==> src/rtl/i2s_pkg.sv <==
`timescale 1ns/1ps
`default_nettype none
// +--------------------------------------------------------------------+
// | i2s_pkg : shared types and constants for the I2S receiver           |
// | Rev 1.0                                                            |
// +--------------------------------------------------------------------+
package i2s_pkg;

  typedef enum logic [1:0] {
    ALIGN = 2'd0,
    LEFT  = 2'd1,
    RIGHT = 2'd2
  } i2s_state_t;

  localparam int BITCNT_W   = 6;
  localparam int BITCNT_MAX = 63;

endpackage
`default_nettype wire

==> src/rtl/i2s_rx_if.sv <==
`timescale 1ns/1ps
`default_nettype none
// +--------------------------------------------------------------------+
// | i2s_rx_if : I2S pins plus the deserialized stereo sample bus        |
// | Rev 1.0                                                            |
// +--------------------------------------------------------------------+
interface i2s_rx_if #(
  parameter int WIDTH = 16
);
  logic             bclk;
  logic             lrclk;
  logic             sdata;
  logic [WIDTH-1:0] left_out;
  logic [WIDTH-1:0] right_out;
  logic             sample_valid;
  logic             frame_err;

  modport master (
    output bclk, lrclk, sdata,
    input  left_out, right_out, sample_valid, frame_err
  );

  modport slave (
    input  bclk, lrclk, sdata,
    output left_out, right_out, sample_valid, frame_err
  );
endinterface
`default_nettype wire

==> src/rtl/i2s_sync.sv <==
`timescale 1ns/1ps
`default_nettype none
// +--------------------------------------------------------------------+
// | i2s_sync : multi-flop pin synchronizer, optional registered rise    |
// | Rev 1.0                                                            |
// +--------------------------------------------------------------------+
module i2s_sync #(
  parameter int SYNC_STAGES = 2,
  parameter bit EDGE_EN     = 1'b0
) (
  input  wire logic clk,
  input  wire logic reset_n,
  input  wire logic i_d,
  output logic      o_q,
  output logic      o_rise
);

  logic [SYNC_STAGES-1:0] r_sync;

  always_ff @(posedge clk or negedge reset_n) begin
    if (!reset_n) begin
      r_sync <= '0;
    end else begin
      r_sync <= {r_sync[SYNC_STAGES-2:0], i_d};
    end
  end

  assign o_q = r_sync[SYNC_STAGES-1];

  generate
    if (EDGE_EN) begin : g_edge
      logic r_prev;
      logic r_rise;

      always_ff @(posedge clk or negedge reset_n) begin
        if (!reset_n) begin
          r_prev <= 1'b0;
          r_rise <= 1'b0;
        end else begin
          r_prev <= o_q;
          r_rise <= o_q & ~r_prev;
        end
      end

      assign o_rise = r_rise;
    end else begin : g_no_edge
      assign o_rise = 1'b0;
    end
  endgenerate

endmodule
`default_nettype wire

==> src/rtl/i2s_rx.sv <==
`timescale 1ns/1ps
`default_nettype none
// +--------------------------------------------------------------------+
// | i2s_rx : oversampled Philips I2S receiver, 16-bit stereo pairs      |
// | Rev 1.0                                                            |
// +--------------------------------------------------------------------+
module i2s_rx
  import i2s_pkg::*;
#(
  parameter int WIDTH       = 16,
  parameter int SYNC_STAGES = 2
) (
  input wire logic clk,
  input wire logic reset_n,
  i2s_rx_if.slave  bus
);

  logic w_tick, w_lr, w_sd, w_bclk_q, w_lr_rise, w_sd_rise;
  logic w_unused_sync;

  i2s_sync #(.SYNC_STAGES(SYNC_STAGES), .EDGE_EN(1'b1)) u_sync_bclk (
    .clk(clk), .reset_n(reset_n), .i_d(bus.bclk), .o_q(w_bclk_q), .o_rise(w_tick)
  );
  i2s_sync #(.SYNC_STAGES(SYNC_STAGES), .EDGE_EN(1'b0)) u_sync_lrclk (
    .clk(clk), .reset_n(reset_n), .i_d(bus.lrclk), .o_q(w_lr), .o_rise(w_lr_rise)
  );
  i2s_sync #(.SYNC_STAGES(SYNC_STAGES), .EDGE_EN(1'b0)) u_sync_sdata (
    .clk(clk), .reset_n(reset_n), .i_d(bus.sdata), .o_q(w_sd), .o_rise(w_sd_rise)
  );

  assign w_unused_sync = &{1'b0, w_bclk_q, w_lr_rise, w_sd_rise};

  i2s_state_t            r_state, w_state_nxt;
  logic [BITCNT_W-1:0]   r_bit_cnt, w_cnt_inc;
  logic [WIDTH-1:0]      r_shift, r_left_hold, r_left_out, r_right_out;
  logic                  r_lr_prev, r_valid, r_err;
  logic                  w_trans, w_short, w_latch_left, w_emit, w_err;

  // A transition tick carries the LSB of the slot that is ending.
  assign w_trans   = w_tick & (w_lr ^ r_lr_prev);
  assign w_short   = r_bit_cnt < BITCNT_W'(WIDTH);
  assign w_cnt_inc = (r_bit_cnt == BITCNT_W'(BITCNT_MAX)) ? r_bit_cnt : r_bit_cnt + 1'b1;

  always_comb begin
    w_state_nxt  = r_state;
    w_latch_left = 1'b0;
    w_emit       = 1'b0;
    w_err        = 1'b0;
    if (w_trans) begin
      case (r_state)
        ALIGN: if (!w_lr) w_state_nxt = LEFT;
        LEFT: if (w_lr) begin
          if (w_short) begin
            w_err       = 1'b1;
            w_state_nxt = ALIGN;
          end else begin
            w_latch_left = 1'b1;
            w_state_nxt  = RIGHT;
          end
        end
        RIGHT: if (!w_lr) begin
          if (w_short) begin
            w_err       = 1'b1;
            w_state_nxt = ALIGN;
          end else begin
            w_emit      = 1'b1;
            w_state_nxt = LEFT;
          end
        end
        default: w_state_nxt = ALIGN;
      endcase
    end
  end

  always_ff @(posedge clk or negedge reset_n) begin
    if (!reset_n) begin
      r_state <= ALIGN;
    end else begin
      r_state <= w_state_nxt;
    end
  end

  always_ff @(posedge clk or negedge reset_n) begin
    if (!reset_n) begin
      r_bit_cnt   <= '0;
      r_shift     <= '0;
      r_left_hold <= '0;
      r_lr_prev   <= 1'b0;
      r_left_out  <= '0;
      r_right_out <= '0;
      r_valid     <= 1'b0;
      r_err       <= 1'b0;
    end else begin
      r_valid <= w_emit;
      r_err   <= w_err;
      if (w_tick) begin
        r_lr_prev <= w_lr;
        if (w_trans) begin
          r_bit_cnt <= '0;
        end else begin
          r_bit_cnt <= w_cnt_inc;
          // Bits past WIDTH are dropped, truncating wider slots.
          if (w_cnt_inc <= BITCNT_W'(WIDTH)) begin
            r_shift <= {r_shift[WIDTH-2:0], w_sd};
          end
        end
      end
      if (w_latch_left) begin
        r_left_hold <= r_shift;
      end
      if (w_emit) begin
        r_left_out  <= r_left_hold;
        r_right_out <= r_shift;
      end
    end
  end

  assign bus.left_out     = r_left_out;
  assign bus.right_out    = r_right_out;
  assign bus.sample_valid = r_valid;
  assign bus.frame_err    = r_err;

endmodule
`default_nettype wire

==> src/flat_wrapper.sv <==
// flat-port wrapper written by rule: the top's interface ports become plain ports
module i2s_rx_flat import i2s_pkg::*;
#(
  parameter int WIDTH       = 16,
  parameter int SYNC_STAGES = 2
)
  (clk, reset_n, bus_bclk, bus_lrclk, bus_sdata, bus_left_out, bus_right_out, bus_sample_valid, bus_frame_err);
  i2s_rx_if #(.WIDTH(WIDTH)) bus_i ();
  input wire logic clk;
  input wire logic reset_n;
  input wire logic [$bits(bus_i.bclk)-1:0] bus_bclk;
  input wire logic [$bits(bus_i.lrclk)-1:0] bus_lrclk;
  input wire logic [$bits(bus_i.sdata)-1:0] bus_sdata;
  output wire logic [$bits(bus_i.left_out)-1:0] bus_left_out;
  output wire logic [$bits(bus_i.right_out)-1:0] bus_right_out;
  output wire logic [$bits(bus_i.sample_valid)-1:0] bus_sample_valid;
  output wire logic [$bits(bus_i.frame_err)-1:0] bus_frame_err;
  assign bus_i.bclk = bus_bclk;
  assign bus_i.lrclk = bus_lrclk;
  assign bus_i.sdata = bus_sdata;
  assign bus_left_out = bus_i.left_out;
  assign bus_right_out = bus_i.right_out;
  assign bus_sample_valid = bus_i.sample_valid;
  assign bus_frame_err = bus_i.frame_err;
  i2s_rx #(.WIDTH(WIDTH), .SYNC_STAGES(SYNC_STAGES)) u_core (.clk(clk), .reset_n(reset_n), .bus(bus_i));
endmodule
==> config.mk <==
export PLATFORM = sky130hd
export DESIGN_NAME = i2s_rx_flat
export DESIGN_NICKNAME = d
export VERILOG_FILES = /design/src/rtl/i2s_pkg.sv /design/src/rtl/i2s_rx_if.sv /design/src/rtl/i2s_sync.sv /design/src/rtl/i2s_rx.sv /design/src/flat_wrapper.sv
export SDC_FILE = /design/constraint.sdc
export NUM_CORES = 1
export LEC_CHECK = 0
export ABC_AREA = 0
export CAP_MARGIN = 30
export CORE_ASPECT_RATIO = 1.1
export CORE_MARGIN = 4
export CORE_UTILIZATION = 28
export CTS_BUF_LIST = sky130_fd_sc_hd__clkbuf_2
export CTS_CLUSTER_SIZE = 24
export DETAILED_ROUTE_END_ITERATION = 8
export GPL_TIMING_DRIVEN = 0
export PLACE_DENSITY = 0.52
export RECOVER_POWER = 25
export SKIP_LAST_GASP = 1
export SLEW_MARGIN = 20
export SYNTH_ARGS = -nofsm -noshare
export SYNTH_HDL_FRONTEND = slang
export SYNTH_HIERARCHICAL = 1
export SYNTH_SLANG_ARGS = --single-unit
==> constraint.sdc <==
create_clock -name clk -period 2.54 [get_ports clk]
set_input_delay 0.508 -clock clk [delete_from_list [all_inputs] [get_ports clk]]
set_output_delay 0.508 -clock clk [all_outputs]
set_load 0.05 [all_outputs]
# Yosys cells after proc, flatten, opt, wreduce, memory -nomap -nowiden
# Index checks and enable logic that the tools add are counted.
dict set report word_totals {
  reg_bits 83
  inputBits 5
  elab_cells 51
}
dict set report op_classes {
  add_sub_neg 1
  order_cmp 2
  eq_ne 6
  n_mux 20
  n_bitwise 5
  reduce_logical 3
}
# op n
set ops {}
lappend ops {{two-way mux 1 bit} 12}
lappend ops {{two-way mux 6 bit} 2}
lappend ops {{two-way mux 2 bit} 4}
lappend ops {{adder 6 x 1 -> 6 bit, second input constant} 1}
lappend ops {{equality test 6 bit, second input constant} 1}
lappend ops {{<= comparator 6 x 5 -> 1 bit, second input constant} 1}
lappend ops {{< comparator 6 x 5 -> 1 bit, second input constant} 1}
lappend ops {{inequality test 2 bit, second input constant} 3}
lappend ops {{one-hot mux 2 bit (3 select lines)} 1}
lappend ops {{AND reduction 4 bit} 1}
lappend ops {{AND reduction 3 bit} 1}
lappend ops {{bitwise AND 1 bit} 2}
lappend ops {{equality test 2 x 1 -> 1 bit, second input constant} 1}
lappend ops {{equality test 2 bit, second input constant} 1}
lappend ops {{logical NOT 2 bit} 1}
lappend ops {{NOT 1 bit} 2}
lappend ops {{one-hot mux 1 bit (2 select lines)} 1}
lappend ops {{bitwise XOR 1 bit} 1}

# Longest topological paths before layout
dict set report depth {
  ltp_word 5
  mapped_depth 8
}

# Cells and area by module
# The synthesis kept the hierarchy.
# module n_inst cells_per_inst area_per_inst_um2 seq_area_each_um2
set modules_own_cells {}
lappend modules_own_cells {i2s_rx 1 299 3756.1 1876.8}
lappend modules_own_cells {{i2s_sync (u_core.u_sync_lrclk ...)} 2 4 61.3 50.0}
lappend modules_own_cells {{i2s_sync (u_core.u_sync_bclk)} 1 5 113.9 100.1}

# Worst setup path after synthesis
# OpenSTA, ideal clock, no wires.
dict set report synth_timing {
  kind {flip-flop to flip-flop}
  start {reg u_core.r_bit_cnt[0]}
  end {reg u_core.r_shift[10]}
  setup_ns 0.133
  arrival_time_ns 1.730
  required_ns 2.407
  slack_ns 0.677
  stages_incl_launch_ff 7
  path_cell_list {dfrtp_1 -> ha_1 -> nand2b_1 -> o41a_1 -> buf_2 -> o211ai_1 -> o211ai_2}
}
dict set report synth_via {
  elab_chain_cells 4
}
# item line_no
set synth_lines {}
lappend synth_lines {{from (decl)} i2s_rx.sv:34} ;# logic [BITCNT_W-1:0] r_bit_cnt, w_cnt_inc;
lappend synth_lines {{from (signal assigned)} i2s_rx.sv:101} ;# r_bit_cnt <= w_cnt_inc;
lappend synth_lines {{adder 6 x 1 -> 6 bit or equality test 6 bit (tied branches)} i2s_rx.sv:42} ;# assign w_cnt_inc = (r_bit_cnt == BITCNT_W'(BITCNT_MAX)) ? r_bit_cnt : r_bit_cnt + 1'b1;
lappend synth_lines {{two-way mux 6 bit (*)} i2s_rx.sv:42}
lappend synth_lines {{<= comparator 6 x 5 -> 1 bit (*)} i2s_rx.sv:103} ;# if (w_cnt_inc <= BITCNT_W'(WIDTH)) begin
lappend synth_lines {{AND reduction 3 bit (no line) (*)} n/a}
lappend synth_lines {{to (signal assigned)} i2s_rx.sv:104} ;# r_shift <= {r_shift[WIDTH-2:0], w_sd};
lappend synth_lines {{to (decl)} i2s_rx.sv:35} ;# logic [WIDTH-1:0] r_shift, r_left_hold, r_left_out, r_right_out;
# Mark *: on every way between the ends. The rest lies on a longest branch, timed or not.
# A chain may end at the register's enable or synchronous reset.

# Worst setup path after layout
dict set report layout_timing {
  start {reg u_core.r_bit_cnt[0]}
  end {reg u_core.r_shift[11]}
}
# The elaborated chain is that of the path after synthesis.

==> results.toml <==
[global_routing]
first_global_vias = 2756
grt_overflow = 0
grt_first_pass_wirelength_mm = 14.4
grt_util_all_layers_pct = 11.2
grt_max_degree = 56
antenna_found_initial = 0

[clocking]
clock_tree_from_tritoncts = "yes"
clock_tree.htree_level_count = 3
tritoncts.num_buffers = 9
cts_repair_resize_count = 0
clk-insertion-delay-late_ns = 0.55
cts_sinks = 83
clock-root-buffer = "sky130_fd_sc_hd__clkbuf_2"
clock_tree.buffer_depth = 2
cts.clk_slew.worst_paths_ns = 0.24

[routing]
routed_wirelength_mm = 8.60
remaining_drc_errors = 0
first_iter_violations = 222
route.antenna.remaining_nets = 0
firstDrtPassIters = 4
detailroute.via_count = 2717
drt-vias-per-instance = 4.92
detail_route.wl_per_cell_um = 15.6

[timing]
slew_headroom_pct = -13.7
final.period_utilization_pct = 90.2
report.final.slew_viol_count = 29
fmax_mhz = 436
report.final.hold_viol_count = 0
worst_pin_slew_ns = 1.71
finalWorstPathRequiredPeriod_ns = 2.29
unrepaired_setup_endpoints_after_global_routing = "false"
setup_viol = 0
skew_ns = 0.0307

[final_layout]
layout.nets = 369
layout_commonest_cell = "sky130_fd_sc_hd__dfrtp_1"
finish.cell_count_without_fillers = 552
antennaDiodeCount = 0
layout_common_cells = "sky130_fd_sc_hd__dfrtp_1 (83), sky130_fd_sc_hd__mux2_2 (49), sky130_fd_sc_hd__clkdlybuf4s50_1 (34)"
syn_to_final_growth_pct = 20.2
final_core_occ_pct = 34.5
post_route_cells_drive_above_1_share_pct = 29.4

[power]
vdd_drop_max_mv = 0.269
pwr_dens_nw_per_um2 = 591
leak_pwr_nw = 2.09

[die]
boundaryPins = 39
die-height_um = 133
dieArea_sq_um = 16200
initial_utilization_pct = 28.7
placement_rows = 45
core_area_sq_um = 13900
die-width_um = 122

[place]
gp_congestion = 0.802
placement.io_buffers = 38
post-place-cells = 535
dp_hpwl_mm = 5.68

[yosys]
syn-num-nets = 318
post_synth.cell_area_avg_sq_um = 12.9
warning_count_from_the_yosys_run = 6
syn_inst = 308
post_synth_instance_area_sq_um = 3970

[setup_path]
chain_of_cells_forming_the_critical_path = "ha_1, and3b_1, o2111ai_2, clkbuf_1, a22oi_1, o211ai_2"
worst_r2r_path_depth = 6
cp-endpoint = "u_core/r_shift[11]"
rrSetupSlack_ns = 0.25
crit_path_top_delay_cell = "sky130_fd_sc_hd__dfrtp_1"
path_class = "register to register"
critPathArrivalTime_ns = 2.78
critical_path.reg2reg.startpoint = "u_core/r_bit_cnt[0]"
max_stage_delay_ns = 0.50
regToRegEndpoint = "u_core/r_shift[11]"
worst-path-max-fanout = 10
cp_data_required_time_ns = 3.03
timing.critical_path.from = "u_core/r_bit_cnt[0]"
crit_path_start_kind = "register"
end_kind = "register"

[hold_path]
hold_path_depth = 0
hold_wc_path_type = "register to register"

[flow_run]
drv_cap = 1

[run_status]
outcome = "finished with violations"
violations = "capacitance limit, slew limit"
worst max-delay path, delay by kind of cell (launching register included):
kind / cells / cell delay [ns]
flops: 1 / 0.50
buf+inv: 1 / 0.44
simple gates: 1 / 0.20
compound gates: 3 / 0.76
fa+ha+maj: 1 / 0.33
per-stage QoR:
step	total power [mW]	TNS (ns)	hold WS, ns	instance area, sq um	setup WS [ns]
2_1_floorplan	1.82	0	0.212	3970	0.677
3_3_place_gp	1.95	-175.42	0.333	4590	-2.12
3_5_place_dp	1.96	0	0.341	4610	0.319
4_1_cts	2.87	0	0.316	4780	0.200
5_1_grt	2.99	0	0.402	4770	0.123
6_report	2.82	0	0.383	4770	0.249
timing repair:
action                    CTS  global route
setup buffers               0             0
hold buffers                1             0
hold endpoints to repair   28             0
power by group:
part	internal (mW)	switching (mW)
Sequential	1.40	0.115
Combinational	0.182	0.240
Clock	0.423	0.459
Total	2.01	0.814
worst min-delay path by stage:
stage | startpoint | end
2_1_floorplan | reset_n | u_core/bus.frame_err
3_3_place_gp | u_core/u_sync_bclk/r_sync[0] | u_core/u_sync_bclk/r_sync[1]
3_5_place_dp | u_core/u_sync_sdata/r_sync[0] | u_core/u_sync_sdata/r_sync[1]
4_1_cts | bus_lrclk | u_core/u_sync_lrclk/r_sync[0]
5_1_grt | u_core/u_sync_bclk/r_sync[0] | u_core/u_sync_bclk/r_sync[1]
6_report | u_core/u_sync_bclk/r_sync[1] | u_core/u_sync_bclk/g_edge.r_prev
state kept, by name, summed over array words and instances, names as in the netlist, 2 cells and up:
signal,flops
u_core/bus.left_out,16
u_core/bus.right_out,16
u_core/r_bit_cnt,6
u_core/r_left_hold,16
u_core/r_shift,16
u_core/r_state,2
u_core/u_sync_bclk/r_sync,2
u_core/u_sync_lrclk/r_sync,2
u_core/u_sync_sdata/r_sync,2
cell type report:
type,instances,area [sq um]
fill,1433,9080
sequential,83,2080
multi-input combinational,194,1700
timing repair buffer,40,412
tap,188,235
buffer,26,173
clock inverter,7,116
clock buffer,9,45.0
inverter,5,18.8
per-layer routing:
| metal | GRT usage (%) | share of wire (%) | vias up |
|---|---|---|---|
| li1 | - | - | 1276 |
| met1 | 15.9 | 50 | 1379 |
| met2 | 16.6 | 45 | 58 |
| met3 | 3.38 | 4.2 | 4 |
| met4 | 3.18 | 0.49 | 0 |
| met5 | 0 | 0 | - |
No activity file was read; power rests on OpenSTA's default activity.
